**src/rtl/uart_cmd_pkg.sv**
```systemverilog
// Shared command codes, response bytes and FSM state encodings for uart_cmd_ctrl.
package uart_cmd_pkg;

    localparam logic [7:0] CMD_SET_DEF  = 8'hCA;
    localparam logic [7:0] CMD_OR_DEF   = 8'hCB;
    localparam logic [7:0] CMD_READ_DEF = 8'hCC;
    localparam logic [7:0] CMD_ECHO_DEF = 8'hCD;
    localparam logic [7:0] ACK_DEF      = 8'h06;
    localparam logic [7:0] NAK_DEF      = 8'h15;

    typedef enum logic [1:0] {
        IDLE     = 2'd0,
        WAIT_ARG = 2'd1,
        WAIT_CHK = 2'd2
    } parse_state_e;

    typedef enum logic {
        TX_IDLE = 1'b0,
        TX_WAIT = 1'b1
    } tx_state_e;

endpackage

```
**src/rtl/byte_fifo.sv**
```systemverilog
// Synchronous FIFO, combinational head read; push/pop land on the same edge.
// A push while full is dropped unless a pop in that cycle frees the slot.
module byte_fifo #(
    parameter int DATA_W     = 8,
    parameter int FIFO_DEPTH = 4
) (
    input  logic                        i_Clock,
    input  logic                        i_Rst_n,
    input  logic                        push,
    input  logic [DATA_W-1:0]           push_dat,
    input  logic                        pop,
    output logic [DATA_W-1:0]           pop_dat,
    output logic                        full,
    output logic                        empty,
    output logic [$clog2(FIFO_DEPTH):0] count
);
    localparam int PTR_W = $clog2(FIFO_DEPTH);
    localparam int CNT_W = PTR_W + 1;

    logic [PTR_W-1:0]  wr_ptr_q, wr_ptr_d;
    logic [PTR_W-1:0]  rd_ptr_q, rd_ptr_d;
    logic [CNT_W-1:0]  cnt_q, cnt_d;
    logic [DATA_W-1:0] mem_q [FIFO_DEPTH];
    logic              wr_en, rd_en;

    assign full    = (cnt_q == CNT_W'(FIFO_DEPTH));
    assign empty   = (cnt_q == '0);
    assign count   = cnt_q;
    assign pop_dat = mem_q[rd_ptr_q];

    always_comb begin
        rd_en    = pop && !empty;
        wr_en    = push && (!full || rd_en);
        wr_ptr_d = wr_ptr_q;
        rd_ptr_d = rd_ptr_q;
        if (wr_en) wr_ptr_d = wr_ptr_q + PTR_W'(1);
        if (rd_en) rd_ptr_d = rd_ptr_q + PTR_W'(1);
        cnt_d = cnt_q + CNT_W'(wr_en) - CNT_W'(rd_en);
    end

    always_ff @(posedge i_Clock or negedge i_Rst_n) begin
        if (!i_Rst_n) begin
            wr_ptr_q <= '0;
            rd_ptr_q <= '0;
            cnt_q    <= '0;
        end else begin
            wr_ptr_q <= wr_ptr_d;
            rd_ptr_q <= rd_ptr_d;
            cnt_q    <= cnt_d;
        end
    end

    // Storage needs no reset: the count gates every read.
    always_ff @(posedge i_Clock) begin
        if (wr_en) mem_q[wr_ptr_q] <= push_dat;
    end

endmodule

```
**src/rtl/uart_cmd_ctrl.sv**
```systemverilog
// UART command controller: cmd/arg frames update o_Led and queue one response byte, which is drained to TX one byte in flight.
// Effects land on the edge sampling the arg byte; i_Tx_Active stalls the drain, and a full FIFO drops responses (sticky o_Overflow). UART_CMD_CHECKSUM_EN adds a checksum byte.
module uart_cmd_ctrl
    import uart_cmd_pkg::*;
#(
    parameter int                DATA_W      = 8,
    parameter int                LED_W       = 3,
    parameter int                FIFO_DEPTH  = 4,
    parameter int                TIMEOUT_CYC = 100000,
    parameter logic [DATA_W-1:0] CMD_SET     = DATA_W'(CMD_SET_DEF),
    parameter logic [DATA_W-1:0] CMD_OR      = DATA_W'(CMD_OR_DEF),
    parameter logic [DATA_W-1:0] CMD_READ    = DATA_W'(CMD_READ_DEF),
    parameter logic [DATA_W-1:0] CMD_ECHO    = DATA_W'(CMD_ECHO_DEF),
    parameter logic [DATA_W-1:0] ACK_BYTE    = DATA_W'(ACK_DEF),
    parameter logic [DATA_W-1:0] NAK_BYTE    = DATA_W'(NAK_DEF)
) (
    input  logic              i_Clock,
    input  logic              i_Rst_n,
    input  logic              i_Rx_DV,
    input  logic [DATA_W-1:0] i_Rx_Byte,
    input  logic              i_Tx_Active,
    input  logic              i_Tx_Done,
    output logic              o_Tx_DV,
    output logic [DATA_W-1:0] o_Tx_Byte,
    output logic [LED_W-1:0]  o_Led,
    output logic              o_Busy,
    output logic              o_Overflow
);
    localparam int              TMR_W    = $clog2(TIMEOUT_CYC) + 1;
    localparam int              CNT_W    = $clog2(FIFO_DEPTH) + 1;
    localparam logic [TMR_W-1:0] TMR_LAST = TMR_W'(TIMEOUT_CYC - 1);

    parse_state_e      state_q, state_d;
    logic [DATA_W-1:0] cmd_q, cmd_d;
    logic [TMR_W-1:0]  timer_q, timer_d;
    logic [LED_W-1:0]  led_q, led_d;
    logic              ovf_q, ovf_d;
    tx_state_e         tx_state_q, tx_state_d;
    logic              tx_dv_q, tx_dv_d;
    logic [DATA_W-1:0] tx_byte_q, tx_byte_d;
`ifdef UART_CMD_CHECKSUM_EN
    logic [DATA_W-1:0] arg_q, arg_d;
`endif

    logic              push, pop;
    logic [DATA_W-1:0] push_dat, fifo_rdat;
    logic              fifo_full, fifo_empty;
    logic [CNT_W-1:0]  fifo_cnt;

    logic [DATA_W-1:0] exec_arg;
    logic [LED_W-1:0]  exec_led;
    logic [DATA_W-1:0] exec_rsp;

    function automatic logic is_cmd(input logic [DATA_W-1:0] b);
        return (b == CMD_SET) || (b == CMD_OR) || (b == CMD_READ) || (b == CMD_ECHO);
    endfunction

`ifdef UART_CMD_CHECKSUM_EN
    assign exec_arg = arg_q;
`else
    assign exec_arg = i_Rx_Byte;
`endif

    // Result of executing the latched command against exec_arg.
    always_comb begin
        exec_led = led_q;
        exec_rsp = ACK_BYTE;
        case (cmd_q)
            CMD_SET:  exec_led = exec_arg[LED_W-1:0];
            CMD_OR:   exec_led = led_q | exec_arg[LED_W-1:0];
            CMD_READ: exec_rsp = DATA_W'(led_q);
            CMD_ECHO: exec_rsp = exec_arg;
            default:  exec_rsp = NAK_BYTE;
        endcase
    end

    always_comb begin
        state_d  = state_q;
        cmd_d    = cmd_q;
        timer_d  = timer_q;
        led_d    = led_q;
        push     = 1'b0;
        push_dat = ACK_BYTE;
`ifdef UART_CMD_CHECKSUM_EN
        arg_d    = arg_q;
`endif
        case (state_q)
            IDLE: begin
                if (i_Rx_DV) begin
                    if (is_cmd(i_Rx_Byte)) begin
                        cmd_d   = i_Rx_Byte;
                        timer_d = '0;
                        state_d = WAIT_ARG;
                    end else begin
                        push     = 1'b1;
                        push_dat = NAK_BYTE;
                    end
                end
            end
            WAIT_ARG: begin
                timer_d = timer_q + TMR_W'(1);
                // A byte arriving on the timeout cycle still counts.
                if (i_Rx_DV) begin
`ifdef UART_CMD_CHECKSUM_EN
                    arg_d   = i_Rx_Byte;
                    timer_d = '0;
                    state_d = WAIT_CHK;
`else
                    led_d    = exec_led;
                    push     = 1'b1;
                    push_dat = exec_rsp;
                    state_d  = IDLE;
`endif
                end else if (timer_q == TMR_LAST) begin
                    push     = 1'b1;
                    push_dat = NAK_BYTE;
                    state_d  = IDLE;
                end
            end
`ifdef UART_CMD_CHECKSUM_EN
            WAIT_CHK: begin
                timer_d = timer_q + TMR_W'(1);
                if (i_Rx_DV) begin
                    push    = 1'b1;
                    state_d = IDLE;
                    if (i_Rx_Byte == (cmd_q ^ arg_q)) begin
                        led_d    = exec_led;
                        push_dat = exec_rsp;
                    end else begin
                        push_dat = NAK_BYTE;
                    end
                end else if (timer_q == TMR_LAST) begin
                    push     = 1'b1;
                    push_dat = NAK_BYTE;
                    state_d  = IDLE;
                end
            end
`endif
            default: state_d = IDLE;
        endcase
    end

    always_comb begin
        tx_state_d = tx_state_q;
        tx_dv_d    = 1'b0;
        tx_byte_d  = tx_byte_q;
        pop        = 1'b0;
        case (tx_state_q)
            TX_IDLE: begin
                if (!fifo_empty && !i_Tx_Active) begin
                    pop        = 1'b1;
                    tx_byte_d  = fifo_rdat;
                    tx_dv_d    = 1'b1;
                    tx_state_d = TX_WAIT;
                end
            end
            TX_WAIT: begin
                if (i_Tx_Done) tx_state_d = TX_IDLE;
            end
            default: tx_state_d = TX_IDLE;
        endcase
    end

    // Drop is only real when no same-cycle pop makes room.
    assign ovf_d = ovf_q | (push & fifo_full & ~pop);

    always_ff @(posedge i_Clock or negedge i_Rst_n) begin
        if (!i_Rst_n) begin
            state_q    <= IDLE;
            cmd_q      <= '0;
            timer_q    <= '0;
            led_q      <= '0;
            ovf_q      <= 1'b0;
            tx_state_q <= TX_IDLE;
            tx_dv_q    <= 1'b0;
            tx_byte_q  <= '0;
`ifdef UART_CMD_CHECKSUM_EN
            arg_q      <= '0;
`endif
        end else begin
            state_q    <= state_d;
            cmd_q      <= cmd_d;
            timer_q    <= timer_d;
            led_q      <= led_d;
            ovf_q      <= ovf_d;
            tx_state_q <= tx_state_d;
            tx_dv_q    <= tx_dv_d;
            tx_byte_q  <= tx_byte_d;
`ifdef UART_CMD_CHECKSUM_EN
            arg_q      <= arg_d;
`endif
        end
    end

    byte_fifo #(
        .DATA_W     (DATA_W),
        .FIFO_DEPTH (FIFO_DEPTH)
    ) u_rsp_fifo (
        .i_Clock  (i_Clock),
        .i_Rst_n  (i_Rst_n),
        .push     (push),
        .push_dat (push_dat),
        .pop      (pop),
        .pop_dat  (fifo_rdat),
        .full     (fifo_full),
        .empty    (fifo_empty),
        .count    (fifo_cnt)
    );

    fifo_cnt_bound: assert property (@(posedge i_Clock) disable iff (!i_Rst_n)
        fifo_cnt <= CNT_W'(FIFO_DEPTH));

    assign o_Tx_DV    = tx_dv_q;
    assign o_Tx_Byte  = tx_byte_q;
    assign o_Led      = led_q;
    assign o_Busy     = (state_q != IDLE);
    assign o_Overflow = ovf_q;

endmodule

```
**config.mk**
```make
export PLATFORM = sky130hd
export DESIGN_NAME = uart_cmd_ctrl
export DESIGN_NICKNAME = d
export VERILOG_FILES = /design/src/rtl/uart_cmd_pkg.sv /design/src/rtl/byte_fifo.sv /design/src/rtl/uart_cmd_ctrl.sv
export SDC_FILE = /design/constraint.sdc
export NUM_CORES = 1
export LEC_CHECK = 0
export ABC_AREA = 1
export BUFFER_PORTS_ARGS = -buffer_cell sky130_fd_sc_hd__buf_2
export CORE_MARGIN = 1.5
export CORE_UTILIZATION = 40
export DETAILED_ROUTE_END_ITERATION = 6
export GPL_ROUTABILITY_DRIVEN = 0
export SKIP_LAST_GASP = 1
export SYNTH_ARGS = -nofsm -noshare
export SYNTH_HDL_FRONTEND = slang
export SYNTH_SLANG_ARGS = --single-unit
```
**constraint.sdc**
```tcl
create_clock -name i_Clock -period 2.57 [get_ports i_Clock]
set_input_delay 0.3855 -clock i_Clock [delete_from_list [all_inputs] [get_ports i_Clock]]
set_output_delay 0.3855 -clock i_Clock [all_outputs]
set_load 0.02 [all_outputs]
```
==> metrics.md, run 1 <==
| Metric | Value |
|---|---|
| Commonest register cell after synthesis | `sky130_fd_sc_hd__dfrtp_1` |
| Number of pins exceeding their max-slew limit in the final report | `0` |
| Average footprint of a synthesized cell | `~9.4 um2` |
| Clock Power Share | `between 20% and 30%` |
| Area added between synthesis and finish | `12.0%` |
| Number of enable-type register cells in the synthesized netlist | `32` |
| Cell Rows | `35` |
| Number of distinct library cells after synthesis | `39` |
| Slew of the pin with the lowest slew margin | `0.559 ns` |
| Wirelength per Cell | `approximately 13 um` |
| Terminus of the critical flop-to-flop path | `u_rsp_fifo.count[2]$_DFF_PN0_` |
| Number of antenna violations at the first check in global routing | `0` |
| Switching share of power | `between 30% and 40%` |
| Final setup vio count | `0` |
| Top-level port count | `27` |
| Largest area contributor in the netlist | `sky130_fd_sc_hd__dfrtp_1` |
| # DRC | `0` |
| Top cells by area in the synthesized netlist | `sky130_fd_sc_hd__dfrtp_1 (31%), sky130_fd_sc_hd__edfxtp_1 (25%), sky130_fd_sc_hd__nand2_1 (8.8%), sky130_fd_sc_hd__nor2_1 (4.9%), sky130_fd_sc_hd__inv_1 (3.9%)` |
| Post-place instance area | `around 4100 um2` |
| Cell internal power dissipation | `between 0.002 and 0.003 W` |
| Power dissipated by switching net loads | `between 0.0015 and 0.002 W` |
| Inserted Diodes | `0` |
| Most numerous cell in the Yosys netlist | `sky130_fd_sc_hd__nand2_1` |
| Count of H-tree levels built during CTS | `3` |
| Share of the synthesized area in the top cell type | `approximately a third` |
| Max_cap viols | `0` |
| Cell area after layout | `4280 um2` |
| Share of synthesized registers carrying an async set or reset | `between 60% and 70%` |
| First-pass GRT wire length | `13.0 mm` |
| Sequential cell fraction of total power | `between 40% and 50%` |
| Gr ovfl total | `0` |
| Unrepaired setup endpoints after global routing | `no` |
| DP HPWL | `about 5.5 mm` |
| Slew margin rel. | `a little over three fifths` |
| Req. time, crit path | `~2.9 ns` |
| Die width | `approximately 100 um` |
| List of cells traversed by the critical path | `ha_1 > nand2_1 > nor2_4 > nand3_2 > nand2_4 > nand2_4 > inv_2 > ha_1 > fa_1 > xnor2_1 > xor2_1` |
| Vias per Instance | `4.71` |
| Hold wc startpoint | `i_Tx_Done` |
| Deepest clock path buffer count | `2` |
| Peak Freq | `about 0.45 GHz` |
| TritonCTS sink count | `80` |
| Logic depth of the worst register-to-register path | `11` |
| Register-to-Register Setup Slack | `0.36 ns` |
| Source of the worst register-to-register timing path | `timer_q[0]$_DFFE_PN0P_` |
| Number of gates given a new drive strength after cts | `0` |
| Critical path endpoint category | `flip-flop` |
| Maximum number of pins on one net before global-route repair | `26` |
| Starting DRT DRC Count | `133` |
| Via count | `approximately 2.7k` |
| Number of buffers created by CTS | `9` |
| Status | `completed` |
| Count of nets after finishing | `about 460` |
| Leak Pwr | `1.90 nW` |
| Total nets after synthesis | `427` |
| Critical path launch point type | `flip-flop` |
| Starting Density | `approximately two fifths` |
| Area of the die | `10100 um2` |
| Port Buffer Count | `26` |
| Synthesis-stage register bit count | `80` |
| Path type of the worst min-delay path | `input pin to flip-flop` |
| Final Hold Violating Endpoints | `0` |
| Library cell contributing the largest single delay on the critical path | `sky130_fd_sc_hd__dfrtp_1` |
| Number of global-route vias before repair | `about 2.7k` |
| Drt pass-1 iters | `4` |
| DRT antenna net count | `0` |
| CP arrival | `approximately 2.5 ns` |
| Cell area power density | `961 nW/um2` |
| Clock latency reported for the late side of the worst-skew pair | `between 0.3 and 0.4 ns` |
| Top cells by instance count after synthesis | `sky130_fd_sc_hd__nand2_1 (90), sky130_fd_sc_hd__nor2_1 (50), sky130_fd_sc_hd__dfrtp_1 (48), sky130_fd_sc_hd__inv_1 (40), sky130_fd_sc_hd__edfxtp_1 (32)` |
| Ratio of final minimum period to clock period | `between 80% and 90%` |
| Core box area | `between 9000 and 10000 um2` |
| Gate power share | `31.2%` |
| Hold Path Stages | `2` |
| Worst Path Class, Setup | `flip-flop to flip-flop` |
| CTS tree | `yes` |
| Global router's overall resource usage | `between 10% and 20%` |
| Final setup skew | `0.0105 ns` |
| Maximum net fanout on the critical path | `7` |
| Worst vdd ir | `~0.00031 V` |
| CP peak stage delay | `0.42 ns` |
| Hold worst-path end | `tx_state_q$_DFF_PN0_` |
| Post-synthesis instance area | `around 3800 um2` |
| Final min period | `2.21 ns` |
| Overall routed net length | `about 7.6 mm` |
| Final-layout setup total negative slack | `0 ns` |
| Utilization of the core after routing | `between 40 and 50%` |
| Clock-pin slew on the worst setup and hold paths | `about 0.09 ns` |
| Share of synthesized area occupied by flip-flops and latches | `between 50% and 60%` |
| Synth Instances | `406` |
| CTS root buffer | `sky130_fd_sc_hd__clkbuf_8` |
| Fraction of final layout cells with drive strength greater than 1 | `about a fifth` |
| Vertical die dimension | `101 um` |
| Number of warnings reported in the yosys synthesis log | `0` |
## critical path: cells and delay by family (launching register included)
family | cells | cell delay (ns)
XOR/XNOR | 2 | 0.34
adder cells (fa/ha/maj) | 3 | 0.81
buffers and inverters | 1 | 0.04
flip-flops | 1 | 0.42
AND/OR/NAND/NOR | 5 | 0.54
## flip-flops by register name (all words and copies together) (netlist names)
register	cells
u_rsp_fifo.rd_ptr_q	2
o_Overflow	1
u_rsp_fifo.mem_q	32
cmd_q	8
u_rsp_fifo.count	3
o_Led	3
timer_q	18
tx_state_q	1
o_Tx_DV	1
u_rsp_fifo.wr_ptr_q	2
state_q	1
o_Tx_Byte	8
## power groups by stage
stage / combinational, W / clock, W / sequential (W)
floorplan: 0.000954 / 0 / 0.00200
global placement: 0.00126 / 0 / 0.00201
detailed placement: 0.00130 / 0 / 0.00202
CTS: 0.00131 / 0.000860 / 0.00200
global route: 0.00148 / 0.000907 / 0.00205
finish: 0.00128 / 0.000833 / 0.00200
## routing by layer
layer / track usage, % / vias up / wire length [um]
met5: 0 / - / 0
met4: 7.15 / 0 / 105
met3: 2.70 / 10 / 180
met2: 26.2 / 39 / 3460
met1: 23.2 / 1268 / 3850
li1: - / 1395 / -
## cells in the final DEF (no fill, tap or decap), types with 2 or more instances in the layout
master and n:
sky130_fd_sc_hd__nor3_1 3, sky130_fd_sc_hd__a21oi_1 4, sky130_fd_sc_hd__inv_2 8, sky130_fd_sc_hd__inv_6 2, sky130_fd_sc_hd__buf_4 5, sky130_fd_sc_hd__or2_1 3, sky130_fd_sc_hd__nand4_2 2, sky130_fd_sc_hd__nor2_1 50
sky130_fd_sc_hd__o22ai_1 8, sky130_fd_sc_hd__nand2_1 90, sky130_fd_sc_hd__buf_2 26, sky130_fd_sc_hd__ha_1 7, sky130_fd_sc_hd__nand3_2 3, sky130_fd_sc_hd__o21ai_0 27, sky130_fd_sc_hd__o21ai_1 9, sky130_fd_sc_hd__a21oi_2 2
sky130_fd_sc_hd__dfrtp_1 48, sky130_fd_sc_hd__xor2_1 6, sky130_fd_sc_hd__nor2_4 3, sky130_fd_sc_hd__nand3_1 21, sky130_fd_sc_hd__inv_1 40, sky130_fd_sc_hd__nand2_4 2, sky130_fd_sc_hd__nand2_2 8, sky130_fd_sc_hd__clkinvlp_4 3
sky130_fd_sc_hd__nor2_2 8, sky130_fd_sc_hd__nand4_1 2, sky130_fd_sc_hd__clkbuf_8 9, sky130_fd_sc_hd__edfxtp_1 32
## timing repair
action / CTS / global route
hold buffers: 1 / 0
endpoints found under the hold margin: 6 / 0
buffers inserted: 0 / 0
## cells by family (layout without fill, tap and decap cells)
group                    after synthesis  after routing  synth area share (%)
flip-flops                            80             80                  56.6
buffers and inverters                 56             97                  6.22
adder cells (fa/ha/maj)                8              8                  2.82
AO/OA/AOI/OAI                         56             56                  8.68
XOR/XNOR                               7              7                  1.60
AND/OR/NAND/NOR                      199            199                  24.1
## stage by stage
step           power (W)  hold WS [ns]  cells  setup WS, ns
6_report         0.00411         0.206    576         0.363
5_1_grt          0.00444         0.192    576         0.229
4_1_cts          0.00417         0.197    576         0.352
3_5_place_dp     0.00332         0.237    559         0.321
3_3_place_gp     0.00327         0.234    559         0.360
2_1_floorplan    0.00295        0.0899    406         0.482
## layout make-up
cell class / count / area [um2]
fill: 903 / 4960
sequential: 80 / 2160
multi-input combinational: 270 / 1420
inverter: 49 / 186
timing repair buffer: 32 / 178
tap: 129 / 161
clock buffer: 10 / 128
clock inverter: 6 / 43.8
## worst max-delay path by stage
| stage | startpoint | to | slack (ns) | depth (start not counted) |
|---|---|---|---|---|
| after floorplan | state_q[0]$_DFFE_PN0P_ | u_rsp_fifo.count[2]$_DFF_PN0_ | 0.48 | 11 |
| after global placement | i_Rx_Byte[4] | u_rsp_fifo.count[2]$_DFF_PN0_ | 0.36 | 13 |
| after detailed placement | i_Rx_Byte[4] | u_rsp_fifo.count[2]$_DFF_PN0_ | 0.32 | 13 |
| after CTS | timer_q[0]$_DFFE_PN0P_ | u_rsp_fifo.count[2]$_DFF_PN0_ | 0.35 | 11 |
| after global routing | timer_q[0]$_DFFE_PN0P_ | u_rsp_fifo.count[2]$_DFF_PN0_ | 0.23 | 11 |
| final | timer_q[0]$_DFFE_PN0P_ | u_rsp_fifo.count[2]$_DFF_PN0_ | 0.36 | 11 |
Power figures use the tool's default switching activity.
==> run 2: changes to the inputs <==
Settings changed: CELL_PAD_IN_SITES_DETAIL_PLACEMENT from default to 1, CELL_PAD_IN_SITES_GLOBAL_PLACEMENT from default to 1, PLACE_DENSITY_LB_ADDON from default to 0.1.
==> run 2 against run 1 <==
Final cell count increased by 0.35%. Largest cell class unchanged. Routed wire length grew 12%. Sequential power about the same. Register-to-register slack hardly changed. Critical path depth stayed put. Highest routed layer unchanged. Fmax fell by 0.57%. First-iteration DRC count fell by 55%. Die area unchanged.
==> metrics.md, run 2 (same netlist as run 1, synthesis figures left out) <==
| Metric | Value |
|---|---|
| # DRC | `0` |
| Global router's overall resource usage | `18.7%` |
| Worst Path Class, Setup | `flip-flop to flip-flop` |
| Area of the die | `just over 10000 um2` |
| Most common library cell in the layout ignoring fill and taps | `sky130_fd_sc_hd__nand2_1` |
| Vertical die dimension | `~100 um` |
| Gr ovfl total | `0` |
| Ratio of final minimum period to clock period | `a little under nine tenths` |
| Commonest non-fill, non-tap cells in the layout | `sky130_fd_sc_hd__nand2_1 (90), sky130_fd_sc_hd__nor2_1 (50), sky130_fd_sc_hd__dfrtp_1 (48)` |
| Unrepaired setup endpoints after global routing | `no` |
| Final-layout setup total negative slack | `0 ns` |
| Clock latency reported for the late side of the worst-skew pair | `0.34 ns` |
| Top register by number of flip-flops | `u_rsp_fifo.mem_q` |
| Fillcell total | `between 1k and 1.5k` |
| Max_cap viols | `0` |
| Starting DRT DRC Count | `60` |
| Starting Density | `between 40% and 50%` |
| Number of global-route vias before repair | `between 2k and 3k` |
| Critical path launch point type | `flip-flop` |
| Core box area | `approximately 9200 um2` |
| TritonCTS sink count | `80` |
| Slew of the pin with the lowest slew margin | `between 0.6 and 0.7 ns` |
| Number of gates given a new drive strength after cts | `0` |
| CTS tree | `yes` |
| DRT antenna net count | `0` |
| CP arrival | `roughly 2.5 ns` |
| Clock-pin slew on the worst setup and hold paths | `roughly 0.090 ns` |
| Number of buffers created by CTS | `9` |
| Final setup skew | `roughly 0.0080 ns` |
| Flip-flop count of the largest register after layout | `32` |
| Critical path endpoint category | `flip-flop` |
| Die width | `a little over 100 um` |
| Count of H-tree levels built during CTS | `3` |
| Drt pass-1 iters | `4` |
| Area added between synthesis and finish | `13.6%` |
| Count of placed standard cells in the final layout, fillers left out | `578` |
| Port Buffer Count | `26` |
| Maximum number of pins on one net before global-route repair | `26` |
| Path type of the worst min-delay path | `input pin to asynchronous set/reset pin` |
| Req. time, crit path | `2.83 ns` |
| Worst vdd ir | `around 0.00032 V` |
| Number of antenna violations at the first check in global routing | `0` |
| Number of pins exceeding their max-slew limit in the final report | `0` |
| Count of nets after finishing | `between 400 and 500` |
| Sum of internal, switching and leakage power | `0.00435 W` |
| Slew margin rel. | `around 60%` |
| Wirelength per Cell | `approximately 15 um` |
| Final Hold Violating Endpoints | `0` |
| Cells after DPL | `between 500 and 600` |
| DP HPWL | `between 6 and 7 mm` |
| First-pass GRT wire length | `14.5 mm` |
| Via count | `about 2.8k` |
| Vias per Instance | `approximately 4.8` |
| Top-level port count | `27` |
| Peak Freq | `roughly 0.45 GHz` |
| Maximum net fanout on the critical path | `7` |
| Status | `completed` |
| Largest registers | `u_rsp_fifo.mem_q: 32 flops, timer_q: 18 flops` |
| Final setup vio count | `0` |
| Final min period | `around 2.2 ns` |
| Fraction of final layout cells with drive strength greater than 1 | `between 20% and 30%` |
| Overall routed net length | `about 8.5 mm` |
| Cell area after layout | `between 4000 and 5000 um2` |
| Deepest clock path buffer count | `2` |
| Cell Rows | `35` |
| CTS Hold Bufs | `0` |
| Leak Pwr | `between 1.5 and 2 nW` |
| Post-place instance area | `a little over 4000 um2` |
| Inserted Diodes | `0` |
| CTS root buffer | `sky130_fd_sc_hd__clkbuf_8` |
| Number of buffers added for setup after CTS | `0` |
| Cell area power density | `~1000 nW/um2` |
[run 2: cell count changes in the layout (fill, tap and decap cells not counted), sizes merged]
cell / delta
dlygate4sd3: -1
clkinvlp: -1
buf: +3
inv: -1
bufinv: +2
[run 2: where the power goes]
group / switching, W / internal [W] / total (W)
Clock: 0.000477 / 0.000553 / 0.00103
Sequential: 0.000316 / 0.00169 / 0.00200
Combinational: 0.000842 / 0.000475 / 0.00132
[run 2: area by class of cell]
type / instances / area [um2] / share of cell area [%]
flip-flops and latches: 80 / 2160 / 49.8
clock buffers: 10 / 128 / 2.94
inverters: 49 / 186 / 4.29
repair buffers: 34 / 190 / 4.38
clock inverters: 6 / 92.6 / 2.13
multi-input cells: 270 / 1420 / 32.7
well taps: 129 / 161 / 3.72
[run 2: critical path, cell delays in order, from the launching register on]
cell,delay [ns]
sky130_fd_sc_hd__dfrtp_1,0.41
sky130_fd_sc_hd__ha_1,0.22
sky130_fd_sc_hd__nand2_1,0.15
sky130_fd_sc_hd__nor2_4,0.07
sky130_fd_sc_hd__nand3_2,0.11
sky130_fd_sc_hd__nand2_4,0.08
sky130_fd_sc_hd__nand2_4,0.13
sky130_fd_sc_hd__inv_2,0.04
sky130_fd_sc_hd__ha_1,0.20
sky130_fd_sc_hd__fa_1,0.37
sky130_fd_sc_hd__xnor2_1,0.17
sky130_fd_sc_hd__xor2_1,0.17
[run 2: per-stage QoR]
| step | util [%] | setup WS [ns] | hold slack [ns] |
|---|---|---|---|
| after detailed placement | 44.6 | 0.292 | 0.447 |
| after floorplan | - | 0.482 | 0.0899 |
| after CTS | 47.0 | 0.331 | 0.0590 |
| after global placement | 44.6 | 0.362 | 0.434 |
| after global routing | 47.0 | 0.219 | 0.0733 |
| final | 47.0 | 0.350 | 0.0473 |
[run 2: path summary, 6_finish.rpt]
| kind | startpoint | to | slack [ns] | depth (start not counted) |
|---|---|---|---|---|
| max | timer_q[0]$_DFFE_PN0P_ | u_rsp_fifo.count[2]$_DFF_PN0_ | 0.35 | 11 |
| min | i_Rst_n | o_Tx_Byte[6]$_DFFE_PN0N_ | 0.05 | 1 |
| max reg2reg | timer_q[0]$_DFFE_PN0P_ | u_rsp_fifo.count[2]$_DFF_PN0_ | 0.35 | 11 |
| min reg2reg | cmd_q[4]$_DFFE_PN0P_ | cmd_q[4]$_DFFE_PN0P_ | 0.48 | 2 |
| max in group asynchronous | i_Rst_n | timer_q[3]$_DFFE_PN0P_ | 1.89 | 2 |
| min in group i_Clock | i_Tx_Done | tx_state_q$_DFF_PN0_ | 0.21 | 2 |
[run 2: layer usage]
metal	up-vias	track usage, %	share of wire [%]
li1	1397	-	-
met1	1353	23.5	47
met2	27	32.3	50
met3	4	4.30	2.3
met4	0	5.09	0.77
met5	-	0	0
==> run 3: changes to the inputs <==
Settings changed: CORE_ASPECT_RATIO from default to 1.5, CTS_BUF_LIST from default to sky130_fd_sc_hd__clkbuf_2.
==> run 3 against run 2 <==
Sequential share of layout area increased by 1.1 points. Largest power group unchanged. Combinational power hardly changed. Setup slack improved by 0.019 ns. Largest cell class unchanged. Fmax up 0.86%. Final area shrank 2.2%. Highest routed layer unchanged. Final cell count is 2.8% lower. Critical path type unchanged. Clock power down 24%. Count of clock-buffer cells in the layout is 1 lower.
==> metrics.md, run 3 (same netlist as run 1, synthesis figures left out) <==
| Metric | Value |
|---|---|
| Buffer and inverter count on the worst path | `1` |
| Number of buffers created by CTS | `9` |
| Cell Rows | `between 40 and 50` |
| Most common library cell in the layout ignoring fill and taps | `sky130_fd_sc_hd__nand2_1` |
| TritonCTS sink count | `80` |
| First-pass GRT wire length | `around 14 mm` |
| Gr ovfl total | `0` |
| Number of global-route vias before repair | `~2.9k` |
| Hold wc startpoint | `i_Rx_Byte[0]` |
| Power dissipated by switching net loads | `0.00160 W` |
| Port Buffer Count | `26` |
| List of cells traversed by the critical path | `ha_1 > nand2_1 > nor2_4 > nand3_2 > nand2_4 > nand2_4 > inv_2 > ha_1 > fa_1 > xnor2_1 > xor2_1` |
| Number of buffers added for setup after CTS | `0` |
| Slew margin rel. | `about 55%` |
| Utilization of the core after routing | `roughly 46%` |
| Critical Path Start | `timer_q[0]$_DFFE_PN0P_` |
| Via count | `~2.8k` |
| Global router's overall resource usage | `roughly 18%` |
| Cells after DPL | `between 500 and 600` |
| Commonest non-fill, non-tap cells in the layout | `sky130_fd_sc_hd__nand2_1 (90), sky130_fd_sc_hd__nor2_1 (50), sky130_fd_sc_hd__dfrtp_1 (48)` |
| Area added between synthesis and finish | `11.1%` |
| Clock latency reported for the late side of the worst-skew pair | `around 0.52 ns` |
| Unrepaired setup endpoints after global routing | `no` |
| Die width | `82.8 um` |
| Library cell contributing the largest single delay on the critical path | `sky130_fd_sc_hd__dfrtp_1` |
| Count of H-tree levels built during CTS | `3` |
| CP peak stage delay | `~0.46 ns` |
| Area of the die | `between 10000 and 15000 um2` |
| Cell internal power dissipation | `between 0.002 and 0.0025 W` |
| Switching share of power | `around two fifths` |
| DP HPWL | `roughly 6.7 mm` |
| Cell area power density | `around 960 nW/um2` |
| Starting DRT DRC Count | `94` |
| Leak Pwr | `about 1.9 nW` |
| Flip-flop count of the largest register after layout | `32` |
| Worst vdd ir | `0.000399 V` |
| CP arrival | `~2.7 ns` |
| Clock-pin slew on the worst setup and hold paths | `~0.22 ns` |
| Core box area | `9250 um2` |
| Req. time, crit path | `between 3 and 4 ns` |
| Largest registers | `u_rsp_fifo.mem_q: 32 flops, timer_q: 18 flops` |
| Top-level port count | `27` |
| Top register by number of flip-flops | `u_rsp_fifo.mem_q` |
| Number of antenna violations at the first check in global routing | `1` |
| Starting Density | `41.3%` |
| Peak Freq | `0.454 GHz` |
| Critical path launch point type | `flip-flop` |
| Overall routed net length | `8.70 mm` |
| Gate power share | `32.2%` |
| Critical path endpoint category | `flip-flop` |
| Path type of the worst min-delay path | `input pin to flip-flop` |
| CTS tree | `yes` |
| Number of pins exceeding their max-slew limit in the final report | `0` |
| Count of placed standard cells in the final layout, fillers left out | `between 500 and 600` |
| Final Hold Violating Endpoints | `0` |
| Cell family with the largest share of critical-path delay | `adder cells` |
| DRT antenna net count | `0` |
| # DRC | `0` |
| CTS root buffer | `sky130_fd_sc_hd__clkbuf_2` |
| Vertical die dimension | `123 um` |
| Wirelength per Cell | `15.5 um` |
| Slew of the pin with the lowest slew margin | `around 0.67 ns` |
| Vias per Instance | `a little under 5` |
| Final min period | `approximately 2.2 ns` |
| Final-layout setup total negative slack | `0 ns` |
| Source of the worst register-to-register timing path | `timer_q[0]$_DFFE_PN0P_` |
| Worst Path Class, Setup | `flip-flop to flip-flop` |
| Maximum net fanout on the critical path | `7` |
| Max_cap viols | `0` |
| Final setup vio count | `0` |
| Fraction of final layout cells with drive strength greater than 1 | `just under 20%` |
| Drt pass-1 iters | `4` |
| Clock Power Share | `about a fifth` |
| Maximum number of pins on one net before global-route repair | `29` |
| Number of gates given a new drive strength after cts | `0` |
| Final setup skew | `approximately 0.012 ns` |
| Sequential cell fraction of total power | `48.6%` |
| Deepest clock path buffer count | `2` |
| Count of nets after finishing | `~470` |
| CTS Hold Bufs | `2` |
| Hold Slack | `0.117 ns` |
| Ratio of final minimum period to clock period | `a little under nine tenths` |
| Status | `completed` |
## run 3: area by class of cell
cell class,instances,area (um2)
Tap cell,112,140
Sequential cell,80,2160
Inverter,49,186
Multi-Input combinational cell,270,1420
Antenna cell,1,2.50
Clock inverter,7,93.8
Fill cell,1097,5010
Clock buffer,9,45.0
Timing Repair Buffer,34,195
## run 3: power by group through the flow
stage          Combinational (W)  Clock, W  Sequential (W)
2_1_floorplan           0.000954         0         0.00200
3_3_place_gp             0.00130         0         0.00201
3_5_place_dp             0.00134         0         0.00202
4_1_cts                  0.00135  0.000811         0.00199
5_1_grt                  0.00151  0.000848         0.00204
6_report                 0.00131  0.000782         0.00198
## run 3: final timing paths
path,slack (ns),endpoint,cells after the start
min reg2reg,0.48,u_rsp_fifo.count[2]$_DFF_PN0_,1
max reg2reg,0.37,u_rsp_fifo.count[2]$_DFF_PN0_,11
max,0.37,u_rsp_fifo.count[2]$_DFF_PN0_,11
min in group asynchronous,0.39,o_Tx_DV$_DFF_PN0_,2
min,0.12,cmd_q[0]$_DFFE_PN0P_,3
max in group asynchronous,1.56,o_Led[1]$_DFFE_PN0P_,3
## run 3: through the flow
step	cell area, um2	setup slack (ns)	total power (W)
after CTS	4240	0.358	0.00415
after detailed placement	4090	0.329	0.00336
after global placement	4090	0.364	0.00330
final	4250	0.369	0.00407
after global routing	4250	0.212	0.00439
after floorplan	3820	0.482	0.00295
## run 3: worst register-to-register path, cell delays in order (launching register included)
cell	delay, ns
sky130_fd_sc_hd__dfrtp_1	0.46
sky130_fd_sc_hd__ha_1	0.22
sky130_fd_sc_hd__nand2_1	0.15
sky130_fd_sc_hd__nor2_4	0.07
sky130_fd_sc_hd__nand3_2	0.11
sky130_fd_sc_hd__nand2_4	0.08
sky130_fd_sc_hd__nand2_4	0.12
sky130_fd_sc_hd__inv_2	0.04
sky130_fd_sc_hd__ha_1	0.20
sky130_fd_sc_hd__fa_1	0.37
sky130_fd_sc_hd__xnor2_1	0.17
sky130_fd_sc_hd__xor2_1	0.15
## run 3: layer usage
metal | GRT usage (%) | routed length, um | part of all wire (%)
met4 | 8.23 | 163 | 1.9
met5 | 0 | 0 | 0
met3 | 2.76 | 175 | 2.0
met2 | 36.6 | 5010 | 58
met1 | 19.0 | 3350 | 38
